**config.mk**
```make
export PLATFORM = sky130hd
export DESIGN_NAME = rect_fill_engine
export DESIGN_NICKNAME = d
export VERILOG_FILES = /design/src/rtl/rect_fill_engine.sv
export SDC_FILE = /design/constraint.sdc
export NUM_CORES = 1
export LEC_CHECK = 0
export ABC_AREA = 0
export CAP_MARGIN = 20
export CORE_ASPECT_RATIO = 2
export CORE_MARGIN = 1.5
export CORE_UTILIZATION = 45
export CTS_CLUSTER_SIZE = 8
export DETAILED_ROUTE_END_ITERATION = 8
export GPL_ROUTABILITY_DRIVEN = 1
export HOLD_SLACK_MARGIN = 0.12
export PLACE_DENSITY = 0.7
export SYNTH_ARGS = -nofsm -noshare
export SYNTH_HDL_FRONTEND = slang
export SYNTH_SLANG_ARGS = --single-unit
```
**constraint.sdc**
```tcl
create_clock -name clk -period 3.02 [get_ports clk]
set_clock_uncertainty 0.2 [all_clocks]
set_input_delay 0.755 -clock clk [delete_from_list [all_inputs] [get_ports clk]]
set_output_delay 0.755 -clock clk [all_outputs]
set_load 0.03 [all_outputs]
```
**src/rtl/rect_fill_engine.sv**
```systemverilog
// Rectangle fill engine for framebuffer write port A: clips a rectangle to the
// screen and writes one colour to every covered pixel in row-major order.
module rect_fill_engine #(
    parameter int WIDTH    = 9,
    parameter int DEPTH    = 2048,
    parameter int SCREEN_W = 64,
    parameter int SCREEN_H = 32,
    localparam int XB = $clog2(SCREEN_W),
    localparam int YB = $clog2(SCREEN_H),
    localparam int AB = $clog2(DEPTH)
) (
    input  logic             clk,
    input  logic             nReset,
    input  logic             start,
    input  logic [XB-1:0]    x0,
    input  logic [YB-1:0]    y0,
    input  logic [XB:0]      rectWidth,
    input  logic [YB:0]      rectHeight,
    input  logic [WIDTH-1:0] colour,
    input  logic             grant,
    output logic             busy,
    output logic             done,
    output logic [AB-1:0]    fbAddress,
    output logic [WIDTH-1:0] fbData,
    output logic             fbWriteEnable,
    output logic [1:0]       fillState
);

    // Handshake: a pixel write is accepted on every rising edge where
    // fbWriteEnable (FILL and grant) is high; grant low simply stalls.
    typedef enum logic [1:0] {
        IDLE = 2'd0,
        FILL = 2'd1,
        DONE = 2'd2
    } state_t;

    localparam logic [XB+1:0] X_ONE   = (XB+2)'(1);
    localparam logic [YB+1:0] Y_ONE   = (YB+2)'(1);
    localparam logic [XB+1:0] X_LIMIT = (XB+2)'(SCREEN_W);
    localparam logic [YB+1:0] Y_LIMIT = (YB+2)'(SCREEN_H);

    state_t        state;
    logic [XB-1:0] xCur;
    logic [XB-1:0] xStart;
    logic [YB-1:0] yCur;
    logic [XB+1:0] xEnd;
    logic [YB+1:0] yEnd;

    logic [XB+1:0] xSum;
    logic [YB+1:0] ySum;
    logic [XB+1:0] xEndNew;
    logic [YB+1:0] yEndNew;
    logic [XB+1:0] xInc;
    logic [YB+1:0] yInc;
    logic          emptyRect;

    function automatic logic [AB-1:0] pixelAddr(input logic [YB-1:0] y, input logic [XB-1:0] x);
        return AB'({y, x});
    endfunction

    always_comb begin
        xSum      = {2'b00, x0} + {1'b0, rectWidth};
        ySum      = {2'b00, y0} + {1'b0, rectHeight};
        xEndNew   = (xSum > X_LIMIT) ? X_LIMIT : xSum;
        yEndNew   = (ySum > Y_LIMIT) ? Y_LIMIT : ySum;
        emptyRect = (rectWidth == '0) || (rectHeight == '0) ||
                    (xEndNew <= {2'b00, x0}) || (yEndNew <= {2'b00, y0});
        xInc      = {2'b00, xCur} + X_ONE;
        yInc      = {2'b00, yCur} + Y_ONE;
    end

    assign fbWriteEnable = (state == FILL) & grant;
    assign fillState     = state;

    always_ff @(posedge clk or negedge nReset) begin
        if (!nReset) begin
            state     <= IDLE;
            busy      <= 1'b0;
            done      <= 1'b0;
            fbAddress <= '0;
            fbData    <= '0;
            xCur      <= '0;
            yCur      <= '0;
            xStart    <= '0;
            xEnd      <= '0;
            yEnd      <= '0;
        end else begin
            case (state)
                IDLE: begin
                    done <= 1'b0;
                    if (start) begin
                        fbData    <= colour;
                        xStart    <= x0;
                        xCur      <= x0;
                        yCur      <= y0;
                        xEnd      <= xEndNew;
                        yEnd      <= yEndNew;
                        fbAddress <= pixelAddr(y0, x0);
                        busy      <= 1'b1;
                        if (emptyRect) begin
                            state <= DONE;
                            done  <= 1'b1;
                        end else begin
                            state <= FILL;
                        end
                    end
                end
                FILL: begin
                    // Address advances with the counters so it always names the pending pixel.
                    if (grant) begin
                        if (xInc < xEnd) begin
                            xCur      <= xInc[XB-1:0];
                            fbAddress <= pixelAddr(yCur, xInc[XB-1:0]);
                        end else if (yInc < yEnd) begin
                            xCur      <= xStart;
                            yCur      <= yInc[YB-1:0];
                            fbAddress <= pixelAddr(yInc[YB-1:0], xStart);
                        end else begin
                            state <= DONE;
                            done  <= 1'b1;
                        end
                    end
                end
                DONE: begin
                    done  <= 1'b0;
                    busy  <= 1'b0;
                    state <= IDLE;
                end
                default: begin
                    done  <= 1'b0;
                    busy  <= 1'b0;
                    state <= IDLE;
                end
            endcase
        end
    end

endmodule

```
== Yosys cells after proc, flatten, opt, wreduce, memory -nomap -nowiden ==
Cells that the tools add are included.
Word-level totals
  register bits: 56
  bits of input ports: 37
  output and inout port bits: 25
  word-level logic and storage cells: 73
Operators by class
  eq/ne operators: 7
  reductions and logical operators: 13
  add/subtract/negate cells: 4
  bitwise gates (word level): 2
  $lt $le $gt $ge: 6
  mux-type cells: 31
Operators by type and width (count)
  11-bit two-way mux: 4
  6-bit two-way mux: 4
  11-bit one-hot mux with 2 select lines: 1
  5-bit two-way mux: 4
  6-bit one-hot mux with 2 select lines: 1
  2-bit two-way mux: 5
  5-bit one-hot mux with 2 select lines: 1
  6-bit by 7-bit adder with 8-bit output: 1
  8-bit by 7-bit > comparator with 1-bit output, second input constant: 1
  8-bit by 6-bit <= comparator with 1-bit output: 1
  7-bit by 8-bit less-than comparator with 1-bit output: 1
  8-bit two-way mux: 1
  2-bit != test, second input constant: 4
  4-bit AND reduction: 2
  5-bit by 6-bit adder with 7-bit output: 1
  6-bit by 1-bit adder with 7-bit output, second input constant: 1
  7-bit by 6-bit > comparator with 1-bit output, second input constant: 1
  7-bit by 5-bit <= comparator with 1-bit output: 1
  7-bit zero test: 1
  6-bit by 7-bit less-than comparator with 1-bit output: 1
  7-bit two-way mux: 1
  5-bit by 1-bit adder with 6-bit output, second input constant: 1
  6-bit zero test: 1
  1-bit two-way mux: 6
  13 further kinds: 17

== Depth between registers and ports, before layout ==
Gate-level depths: netlist of run 1.
  depth in word-level cells: 9
  mapped depth: 18
  gate-level depth less buffers: 18

== Least setup slack after synthesis of run 1 ==
Ideal clock, no wire load.
  kind: in2reg
  start point: input port x0[0]
  end point: register state[1] (netlist: fillState[1])
  library setup time: 73 ps
  cell stages on the path: 18
  path buffers: 0
  arrival: 3861 ps
  setup slack: -1114 ps
  data required time: 2747 ps
  path through: ha_1 -> inv_1 -> fa_1 -> nand2b_1 -> a21oi_1 -> o21ai_0 -> a2bb2oi_4 -> o41ai_2 -> nor3_2 -> nor2_1 -> ha_1 -> a21o_1 -> a21o_1 -> a21oi_1 -> nor2b_1 -> o41ai_2 -> a311oi_1 -> nor2b_1
On the way
  cells in the longest elaborated chain, start to end: 9
Ends and longest elaborated chain
  start: declaration: line 15  | input logic [XB-1:0] x0,
  6-bit by 7-bit adder with 8-bit output (*): line 62  | xSum = {2'b00, x0} + {1'b0, rectWidth};
  8-bit by 7-bit > comparator with 1-bit output: line 64  | xEndNew = (xSum > X_LIMIT) ? X_LIMIT : xSum;
  8-bit two-way mux (*): line 64
  named net xEndNew[2]: line 51  | logic [XB+1:0] xEndNew;
  8-bit by 6-bit <= comparator with 1-bit output (*): line 67  | (xEndNew <= {2'b00, x0}) || (yEndNew <= {2'b00, y0});
  1-bit logical OR (*): line 66  | emptyRect = (rectWidth == '0) || (rectHeight == '0) ||
  1-bit logical OR (*): line 67
  2-bit two-way mux (*): line 100  | if (emptyRect) begin
  2-bit two-way mux (*): line 91  | if (start) begin
  2-bit one-hot mux with 2 select lines (*): line 88  | case (state)
  end signal: assignment: line 77  | state <= IDLE;
  end signal: assignment: line 101  | state <= DONE;
  end signal: assignment: line 104  | state <= FILL;
  end: declaration: line 42  | state_t state;
The timed path passes the listed nets; every way through them passes the cells marked *. The select of a mux whose other input is x is not followed.
A chain may end at the register's enable or synchronous reset.

== Worst setup path after layout of run 1 ==
  start point: input port x0[0]
  end point: register state[0] (netlist: fillState[0])
Same word-level chain as after synthesis.

==> results of run 1 <==
layout by cell type, fill, tap and decap left out, drive strengths merged, types with 14 or more instances in the layout:
master / Yosys / layout
buf: 4 / 84
dfrtp: 50 / 50
ha: 33 / 33
inv: 32 / 33
nor2: 32 / 32
a21oi: 32 / 32
clkdlybuf4s50: 0 / 49
nand2: 35 / 35
mux2: 14 / 14
o21ai: 24 / 24
flip-flops by register name, summed over array words and instances, names as in the netlist:
register and flops:
fbAddress 11, yCur 5, xEnd 8, xStart 6, fbData 9, busy 1
yEnd 7, fillState 2, done 1
critical path, cell delays in order:
cell	delay, ps
buf_8	80
ha_4	130
inv_2	30
fa_2	330
nand2b_4	170
a21oi_4	150
xnor2_2	130
nand4_1	150
buf_4	190
nor4b_4	280
nor3_2	80
nor2_1	150
ha_1	280
a21o_1	180
a21o_1	170
a21oi_2	110
nor2b_1	60
o41ai_2	410
buf_4	170
buf_4	90
o31ai_1	60
synthesized netlist by cell type (3+ instances only):
cell / number / area [um^2]
dfrtp_1: 50 / 1250
nand2_1: 35 / 131
ha_1: 33 / 413
inv_1: 32 / 120
nor2_1: 32 / 120
a21oi_1: 30 / 150
o21ai_0: 22 / 110
mux2_2: 14 / 158
and3_1: 9 / 56.3
xnor2_1: 9 / 78.8
and2_1: 8 / 50.1
o31ai_1: 8 / 60.1
xor2_1: 7 / 61.3
a21o_1: 6 / 45.0
clkbuf_1: 6 / 22.5
nand3_1: 6 / 30.0
nor3_1: 6 / 30.0
a211oi_1: 4 / 30.0
a31oi_1: 4 / 25.0
nor4_1: 4 / 25.0
o211ai_1: 4 / 30.0
buf_2: 3 / 15.0
nand4_1: 3 / 18.8
nor2b_1: 3 / 18.8
o22a_1: 3 / 26.3
final cells by class:
class,count,area (um^2)
Multi-Input combinational cell,286,2290
Timing Repair Buffer,140,1220
Clock inverter,2,38.8
Sequential cell,50,1250
Tap cell,94,118
Clock buffer,6,139
Fill cell,590,2370
Inverter,32,120
what timing repair did:
action | in CTS | in global routing
pin swaps | 23 | 25
setup endpoints to repair | 9 | 10
gates resized for setup | 39 | 29
setup buffers | 10 | 7
path summary, 6_finish.rpt:
| kind | slack, ps | end | cells past startpoint |
|---|---|---|---|
| worst max-delay path | -1190 | fillState[0] | 21 |
| worst min-delay path | 240 | fbData[7] | 1 |
| worst max register to register | 130 | fillState[1] | 9 |
| worst min register to register | 280 | fbAddress[6] | 2 |
| max in group asynchronous | 1720 | xEnd[6] | 2 |
| min in group clk | 280 | fbAddress[6] | 2 |
layer usage:
| metal | track usage, % | up-vias | routed length, um |
|---|---|---|---|
| met2 | 50.2 | 92 | 6290 |
| li1 | - | 1622 | - |
| met3 | 3.87 | 50 | 314 |
| met4 | 18.9 | 0 | 879 |
| met1 | 23.6 | 1657 | 3390 |
| met5 | 0 | - | 0 |
power by group:
group,internal (uW),leakage [uW],switching (uW)
Clock,417,0.0000875,260
Sequential,986,0.000611,231
Combinational,1290,0.00170,1640
cells by family (layout without fill, tap and decap cells):
family / Yosys count / after routing / synth area share (%)
muxes: 16 / 16 / 5.10
adders and majority gates: 35 / 35 / 13.0
and+or+nand+nor: 113 / 113 / 15.5
buffers and inverters: 44 / 180 / 5.64
AOI/OAI and AO/OA: 105 / 105 / 20.4
xor gates and xnor gates: 17 / 17 / 4.49
DFF: 50 / 50 / 35.9
metrics by stage:
step | utilization [%] | instances | total power, uW | instance area [um^2] | hold slack, ps
4_1_cts | 66.2 | 605 | 4710 | 5000 | 248
2_1_floorplan | - | 380 | 2960 | 3530 | 242
3_3_place_gp | 61.7 | 587 | 3890 | 4660 | 264
6_report | 68.6 | 610 | 4830 | 5180 | 238
3_5_place_dp | 61.7 | 587 | 3970 | 4660 | 267
5_1_grt | 68.6 | 610 | 5160 | 5180 | 271
==> flow_summary.json, run 1 <==
{
  "final_nets": 587,
  "drtIter0Drc": 130,
  "final.min_clock_period_ps": 4210,
  "worst_setup_path_start_kind": "input port",
  "synth_area_um2": 3480,
  "clock_sink_count": 50,
  "timing.critical_path.arrival_ps": 4160,
  "setup.worst_path.class": "input port to flop",
  "failed_checks": "negative setup slack",
  "drc": 0,
  "place.port_buffers": 61,
  "final_routed_wirelength_across_all_metal_layers_um": 10900,
  "core-area_um2": 7540,
  "async_flop_share_pct": 100,
  "max-vdd-ir-drop_mv": 0.475,
  "insertedDiodeCount": 0,
  "crit_path_max_fanout": 2,
  "timing.hold.worst.class": "input port to asynchronous set/reset pin",
  "largest_net_degree_at_the_start_of_global_routing": 48,
  "count_of_state_elements_after_synthesis": 50,
  "tritoncts_clock_tree": "done",
  "worst-slew-pin-transition_ps": 574,
  "max-clock-path-buffers": 2,
  "crit_required_ps": 2970,
  "place_worst_setup_slack_ps": -1810,
  "timing.critical_path.from": "x0[0]",
  "synth_cells": 380,
  "finalMaxSlewViolations": 0,
  "overflow": 0,
  "totalNegativeSetupSlack_ps": -3610,
  "flow.area_growth_from_synthesis_pct": 48.6,
  "pwr_density_cell_nw_per_um2": 932,
  "placementRows": 45,
  "detailedPlacementHpwl_um": 8080,
  "postSynth.topFlopCell": "dfrtp_1",
  "gpl_congestion": 0.925,
  "clock_latency_ps": 300,
  "setup-violations-final": 6,
  "total_leakage_power_uw": 0.00239,
  "cts_max_level": 2,
  "regToRegStartpoint": "fbAddress[1]",
  "synth-edff-count": 0,
  "synth.yosys.seq_area_share_pct": 35.9,
  "endpoint_kind": "flop",
  "drv_cap": 0,
  "first_global_vias": 3610,
  "design.die.area_um2": 8310,
  "fin_crit_sh_pct": 139,
  "avgRoutedWirePerCell_um": 17.8,
  "clock_tree.root_cell": "clkbuf_16",
  "route.detailed.vias_per_inst": 5.61,
  "overall_via_count_from_detail_route": 3421,
  "antenna_found_initial": 0,
  "run_status": "complete, but fails checks",
  "slew_headroom_pct": 61.8,
  "synthDistinctLibCells": 53,
  "post_route_cells_drive_above_1_share_pct": 28.9,
  "top_achievable_clock_speed_mhz": 237,
  "drt_pass1_iterations": 5,
  "post-route-worst-setup-slack_ps": -1190,
  "syn_nets": 452,
  "ctsHoldBuffers": 0,
  "clkSlewWorstSetupHoldPaths_ps": 70,
  "synth_warn": 0,
  "fp.dieH_um": 127,
  "die_width_um": 65.2,
  "count_of_boundary_i_o_pins": 62,
  "rsz0062_at_grt": "true",
  "cts-buffers-inserted": 5,
  "drtAntennaViolNets": 0,
  "report.final.hold_viol_count": 0,
  "grt_first_pass_wirelength_um": 16500,
  "syn_avg_cell_area_um2": 9.17,
  "track_usage_pct": 26.2,
  "start_util_pct": 46.2
}
Note: power is estimated with default switching activity, not from simulation.
==> inputs of run 2 (changes only) <==
--- a/config.mk
+++ b/config.mk
@@ -10,7 +10,7 @@
 export CORE_ASPECT_RATIO = 2
 export CORE_MARGIN = 1.5
 export CORE_UTILIZATION = 45
-export CTS_CLUSTER_SIZE = 8
+export CTS_BUF_LIST = sky130_fd_sc_hd__clkbuf_16
 export DETAILED_ROUTE_END_ITERATION = 8
 export GPL_ROUTABILITY_DRIVEN = 1
 export HOLD_SLACK_MARGIN = 0.12
==> flow_summary.json, run 2 (synthesized netlist as in run 1, its figures left out) <==
{
  "placement.cell_area_um2": 4660,
  "tritoncts_clock_tree": "done",
  "drt_pass1_iterations": 4,
  "place.port_buffers": 61,
  "clock_latency_ps": 300,
  "count_of_boundary_i_o_pins": 62,
  "worst_setup_path_start_kind": "input port",
  "num-fill-cells": 594,
  "detailedPlacementHpwl_um": 8080,
  "crit_required_ps": 3040,
  "registers.top_by_ff_count": "fbAddress",
  "crit_path_max_fanout": 2,
  "numPlacedInstances": 587,
  "crit_path_max_incr_delay_ps": 400,
  "run_status": "complete, but fails checks",
  "largest_net_degree_at_the_start_of_global_routing": 48,
  "fp.dieH_um": 127,
  "clock_tree.root_cell": "clkbuf_16",
  "power_report.internal_total_uw": 2670,
  "cts_max_level": 2,
  "placementRows": 45,
  "fin_crit_sh_pct": 138,
  "drc": 0,
  "worst-slew-pin-transition_ps": 577,
  "setup-violations-final": 6,
  "post-route-worst-setup-slack_ps": -1140,
  "total_leakage_power_uw": 0.00238,
  "antenna_found_initial": 0,
  "power_frac_clock_pct": 13.6,
  "totalNegativeSetupSlack_ps": -3450,
  "drtAntennaViolNets": 0,
  "endpoint_kind": "flop",
  "timing.hold.worst.class": "input port to asynchronous set/reset pin",
  "failed_checks": "negative setup slack",
  "timing.critical_path.arrival_ps": 4170,
  "comb_power_share_pct": 61.0,
  "overflow": 0,
  "sequentialPowerShare_pct": 25.5,
  "setup.worst_path.class": "input port to flop",
  "drtIter0Drc": 114,
  "clkSlewWorstSetupHoldPaths_ps": 70,
  "flow.area_growth_from_synthesis_pct": 48.1,
  "final_routed_wirelength_across_all_metal_layers_um": 10700,
  "drv_cap": 0,
  "crit_chain": "buf_8 > ha_4 > inv_2 > fa_2 > nand2b_4 > a21oi_4 > xnor2_2 > nand4_1 > buf_4 > nor4b_4 > nor3_2 > nor2_1 > ha_1 > a21o_1 > a21o_1 > a21oi_2 > nor2b_1 > o41ai_2 > a311oi_2 > nor2b_1",
  "final.min_clock_period_ps": 4160,
  "critical_path.slowest_cell": "o41ai_2",
  "power.net_switching_uw": 2130,
  "max_reg_flops": 11,
  "report.final.hold_viol_count": 0,
  "rsz0062_at_grt": "true",
  "slew_headroom_pct": 61.5,
  "pwr_density_cell_nw_per_um2": 928,
  "largestRegisters": "fbAddress: 11 flops, fbData: 9 flops, xEnd: 8 flops",
  "first_global_vias": 3586,
  "clock_sink_count": 50,
  "overall_via_count_from_detail_route": 3407,
  "core-area_um2": 7540,
  "gpl_congestion": 0.925,
  "insertedDiodeCount": 0,
  "layout.cells.most_common": "buf_4",
  "fin_worst_hold_slack_ps": 233,
  "design.die.area_um2": 8310,
  "final_cell_count_no_fill": 609,
  "final_nets": 586,
  "max-vdd-ir-drop_mv": 0.454,
  "start_util_pct": 46.2,
  "track_usage_pct": 26.0,
  "top_achievable_clock_speed_mhz": 241,
  "max-clock-path-buffers": 2,
  "power.switching_fraction_pct": 44.4,
  "route.detailed.vias_per_inst": 5.59,
  "cts-buffers-inserted": 5,
  "grt_first_pass_wirelength_um": 16400,
  "die_width_um": 65.2,
  "post_route_cells_drive_above_1_share_pct": 28.5,
  "finalMaxSlewViolations": 0,
  "avgRoutedWirePerCell_um": 17.6,
  "post-route-cell-area_um2": 5160,
  "most_frequent_cells_in_the_layout": "buf_4, dfrtp_1, clkdlybuf4s50_1, nand2_1, nor2_1"
}
run 2: cell count changes in the layout (fill, tap and decap cells not counted), sizes merged:
cell    before  now
buf         84   83
clkbuf       7    6
clkinv       0    1
run 2: worst paths after layout:
check | start | endpoint | slack, ps | cells after the start
max | x0[0] | fillState[1] | -1140 | 20
min | nReset | fbData[7] | 230 | 1
max reg2reg | fbAddress[1] | fbAddress[4] | 180 | 10
min reg2reg | fbAddress[7] | fbAddress[7] | 290 | 1
max in group asynchronous | nReset | xEnd[6] | 1730 | 2
min in group clk | fbAddress[7] | fbAddress[7] | 290 | 1
run 2: critical path: cells and delay by family:
kind | cells | cell delay [ps]
xor+xnor | 1 | 130
buf+inv | 3 | 300
fa+ha+maj | 3 | 730
simple gates | 7 | 1050
compound gates | 6 | 1190
run 2: per-stage QoR:
step                power (uW)  utilization, %  setup WS [ps]
finish                    4790            68.4          -1140
global route              5120            68.4          -1260
detailed placement        3970            61.7          -1810
global placement          3890            61.7          -1630
CTS                       4690            66.1          -1100
floorplan                 2960               -          -1090
run 2: power by group through the flow:
stage	Clock, uW	Combinational, uW	Sequential [uW]
after global placement	0	2680	1210
after CTS	659	2820	1210
after global routing	678	3180	1260
after detailed placement	0	2750	1220
final	649	2920	1220
after floorplan	0	1460	1510
run 2: timing repair:
| item | 4_1_cts | 5_1_grt |
|---|---|---|
| setup buffers | 10 | 6 |
| resized for setup | 39 | 29 |
| pin swaps | 23 | 25 |
| hold buffers | 0 | 0 |
| endpoints found under the setup margin | 9 | 10 |
run 2: area by class of cell:
type                            instances  area (um^2)  share of cell area, %
Multi-Input combinational cell        286         2290                   44.4
Sequential cell                        50         1250                   24.2
Timing Repair Buffer                  139         1210                   23.5
Clock buffer                            5          125                   2.42
Inverter                               32          120                   2.33
Tap cell                               94          118                   2.28
Clock inverter                          3         42.5                  0.824
run 2: per-layer routing:
layer / global-route usage [%] / vias up / share of wire [%]
met5: 0 / - / 0
met4: 18.8 / 0 / 7.6
met3: 3.79 / 48 / 3.0
met2: 49.9 / 94 / 58
met1: 23.4 / 1646 / 31
li1: - / 1619 / -
==> inputs of run 3 (changes only) <==
--- a/config.mk
+++ b/config.mk
@@ -7,14 +7,17 @@
 export LEC_CHECK = 0
 export ABC_AREA = 0
 export CAP_MARGIN = 20
+export CELL_PAD_IN_SITES_DETAIL_PLACEMENT = 1
+export CELL_PAD_IN_SITES_GLOBAL_PLACEMENT = 1
 export CORE_ASPECT_RATIO = 2
 export CORE_MARGIN = 1.5
-export CORE_UTILIZATION = 45
+export CORE_UTILIZATION = 40
 export CTS_BUF_LIST = sky130_fd_sc_hd__clkbuf_16
 export DETAILED_ROUTE_END_ITERATION = 8
 export GPL_ROUTABILITY_DRIVEN = 1
 export HOLD_SLACK_MARGIN = 0.12
-export PLACE_DENSITY = 0.7
+export PLACE_DENSITY = 0.8
+export SETUP_SLACK_MARGIN = 0.2
 export SYNTH_ARGS = -nofsm -noshare
 export SYNTH_HDL_FRONTEND = slang
 export SYNTH_SLANG_ARGS = --single-unit
==> flow_summary.json, run 3 (synthesized netlist as in run 1, its figures left out) <==
{
  "failed_checks": "negative setup slack",
  "track_usage_pct": 28.6,
  "max_reg_flops": 11,
  "power_frac_clock_pct": 10.3,
  "place_worst_setup_slack_ps": -1830,
  "crit_path_max_fanout": 4,
  "worst_setup_path_start_kind": "input port",
  "rsz0062_at_grt": "true",
  "comb_power_share_pct": 66.6,
  "finalPower_uw": 5420,
  "sequentialPowerShare_pct": 23.1,
  "insertedDiodeCount": 0,
  "max-vdd-ir-drop_mv": 0.426,
  "ctsHoldBuffers": 0,
  "flow.area_growth_from_synthesis_pct": 53.6,
  "multi_input_comb_area_um2": 2430,
  "post-route-worst-setup-slack_ps": -1020,
  "timing.hold.worst.class": "input port to asynchronous set/reset pin",
  "clock_latency_ps": 300,
  "tritoncts_clock_tree": "done",
  "cts_max_level": 2,
  "endpoint_kind": "flop",
  "cts-buffers-inserted": 5,
  "worst-slew-pin-transition_ps": 526,
  "core-area_um2": 8530,
  "route.detailed.vias_per_inst": 5.73,
  "power.net_switching_uw": 2560,
  "ff2ff_setup_slack_ps": -30,
  "layout.cells.most_common": "buf_4",
  "clock_tree.root_cell": "clkbuf_16",
  "num-fill-cells": 931,
  "final_nets": 592,
  "fin_crit_sh_pct": 134,
  "fin_worst_hold_slack_ps": 134,
  "run_status": "complete, but fails checks",
  "worstReg2RegEnd": "done",
  "report.final.hold_viol_count": 0,
  "area.sequential_um2": 1260,
  "fp.dieH_um": 135,
  "setup-violations-final": 6,
  "most_frequent_cells_in_the_layout": "buf_4, dfrtp_1, clkdlybuf4s50_1, nand2_1, inv_1",
  "pwr_density_cell_nw_per_um2": 1010,
  "largestRegisters": "fbAddress: 11 flops, fbData: 9 flops, xEnd: 8 flops",
  "start_util_pct": 40.8,
  "gpl_congestion": 0.919,
  "drt_pass1_iterations": 4,
  "antenna_found_initial": 0,
  "first_global_vias": 3882,
  "avgRoutedWirePerCell_um": 22.4,
  "regToRegStartpoint": "fbAddress[1]",
  "drc": 0,
  "overall_via_count_from_detail_route": 3560,
  "final_routed_wirelength_across_all_metal_layers_um": 13900,
  "final.min_clock_period_ps": 4040,
  "power.switching_fraction_pct": 47.1,
  "drtAntennaViolNets": 0,
  "post_route_cells_drive_above_1_share_pct": 34.5,
  "top_achievable_clock_speed_mhz": 248,
  "max-clock-path-buffers": 2,
  "clkSlewWorstSetupHoldPaths_ps": 70,
  "overflow": 0,
  "slew_headroom_pct": 64.8,
  "count_of_boundary_i_o_pins": 62,
  "grt_first_pass_wirelength_um": 19300,
  "drv_cap": 0,
  "r2r_depth": 10,
  "drtIter0Drc": 168,
  "largest_net_degree_at_the_start_of_global_routing": 48,
  "crit_required_ps": 3050,
  "registers.top_by_ff_count": "fbAddress",
  "die_width_um": 69.0,
  "placementRows": 48,
  "setup.worst_path.class": "input port to flop",
  "place.port_buffers": 61,
  "finalMaxSlewViolations": 0,
  "design.die.area_um2": 9310,
  "total_leakage_power_uw": 0.00243,
  "detailedPlacementHpwl_um": 9130,
  "power_report.internal_total_uw": 2870,
  "clock_sink_count": 50,
  "timing.critical_path.arrival_ps": 4070
}
## run 3: power groups by stage
stage / Sequential, uW / Combinational (uW) / Clock [uW]
floorplan: 1510 / 1460 / 0
global route: 1290 / 3860 / 588
global placement: 1200 / 2730 / 0
CTS: 1220 / 3000 / 560
finish: 1260 / 3610 / 558
detailed placement: 1220 / 2830 / 0
## run 3: worst max path at each step
stage,cells past startpoint,from,slack [ps],to
floorplan,18,x0[0],-1090,fillState[1]
global placement,19,x0[0],-1630,fillState[1]
detailed placement,19,x0[0],-1830,fillState[1]
CTS,19,rectWidth[0],-1000,fillState[1]
global route,21,rectWidth[0],-1250,fillState[1]
finish,21,rectWidth[0],-1020,fillState[1]
## run 3: worst max-delay path: stages
cell and delay [ps]:
buf_8 80, ha_4 140, inv_2 40, fa_2 330, nand2b_4 160, buf_4 140, a21oi_4 170, o21ai_2 100
a2bb2oi_4 160, o41ai_2 90, nor3_2 180, buf_4 160, nor2_1 60, ha_1 210, a21o_1 190, a21o_1 170
a21oi_2 110, nor2b_1 70, o41ai_2 410, a311oi_1 190, nor2b_1 150
## run 3: routing by layer
metal | vias to the layer above | part of all wire [%] | track usage [%]
met1 | 1777 | 32 | 25.3
met2 | 103 | 60 | 58.3
li1 | 1632 | - | -
met4 | 0 | 5.9 | 13.0
met3 | 48 | 2.2 | 3.00
met5 | - | 0 | 0
## run 3: final cells by class
class | instances | share of cell area [%]
Clock buffer | 5 | 2.34
Clock inverter | 3 | 0.234
Inverter | 32 | 2.25
Timing Repair Buffer | 145 | 23.9
Sequential cell | 50 | 23.5
Multi-Input combinational cell | 286 | 45.5
Tap cell | 100 | 2.34
## run 3: through the flow
step	util, %	instances	setup TNS [ps]	cell area [um^2]
final	62.7	621	-3250	5350
after global routing	62.7	621	-4380	5350
after CTS	59.8	610	-3070	5100
after detailed placement	54.9	593	-10840	4680
after global placement	54.9	593	-9030	4680
after floorplan	-	380	-3150	3530
## run 3: timing repair
action                                  CTS  global route
gates cloned                              0             1
gates resized for setup                  83            36
endpoints found under the setup margin   30            25
buffers inserted                          9            10
pin swaps                                29            25
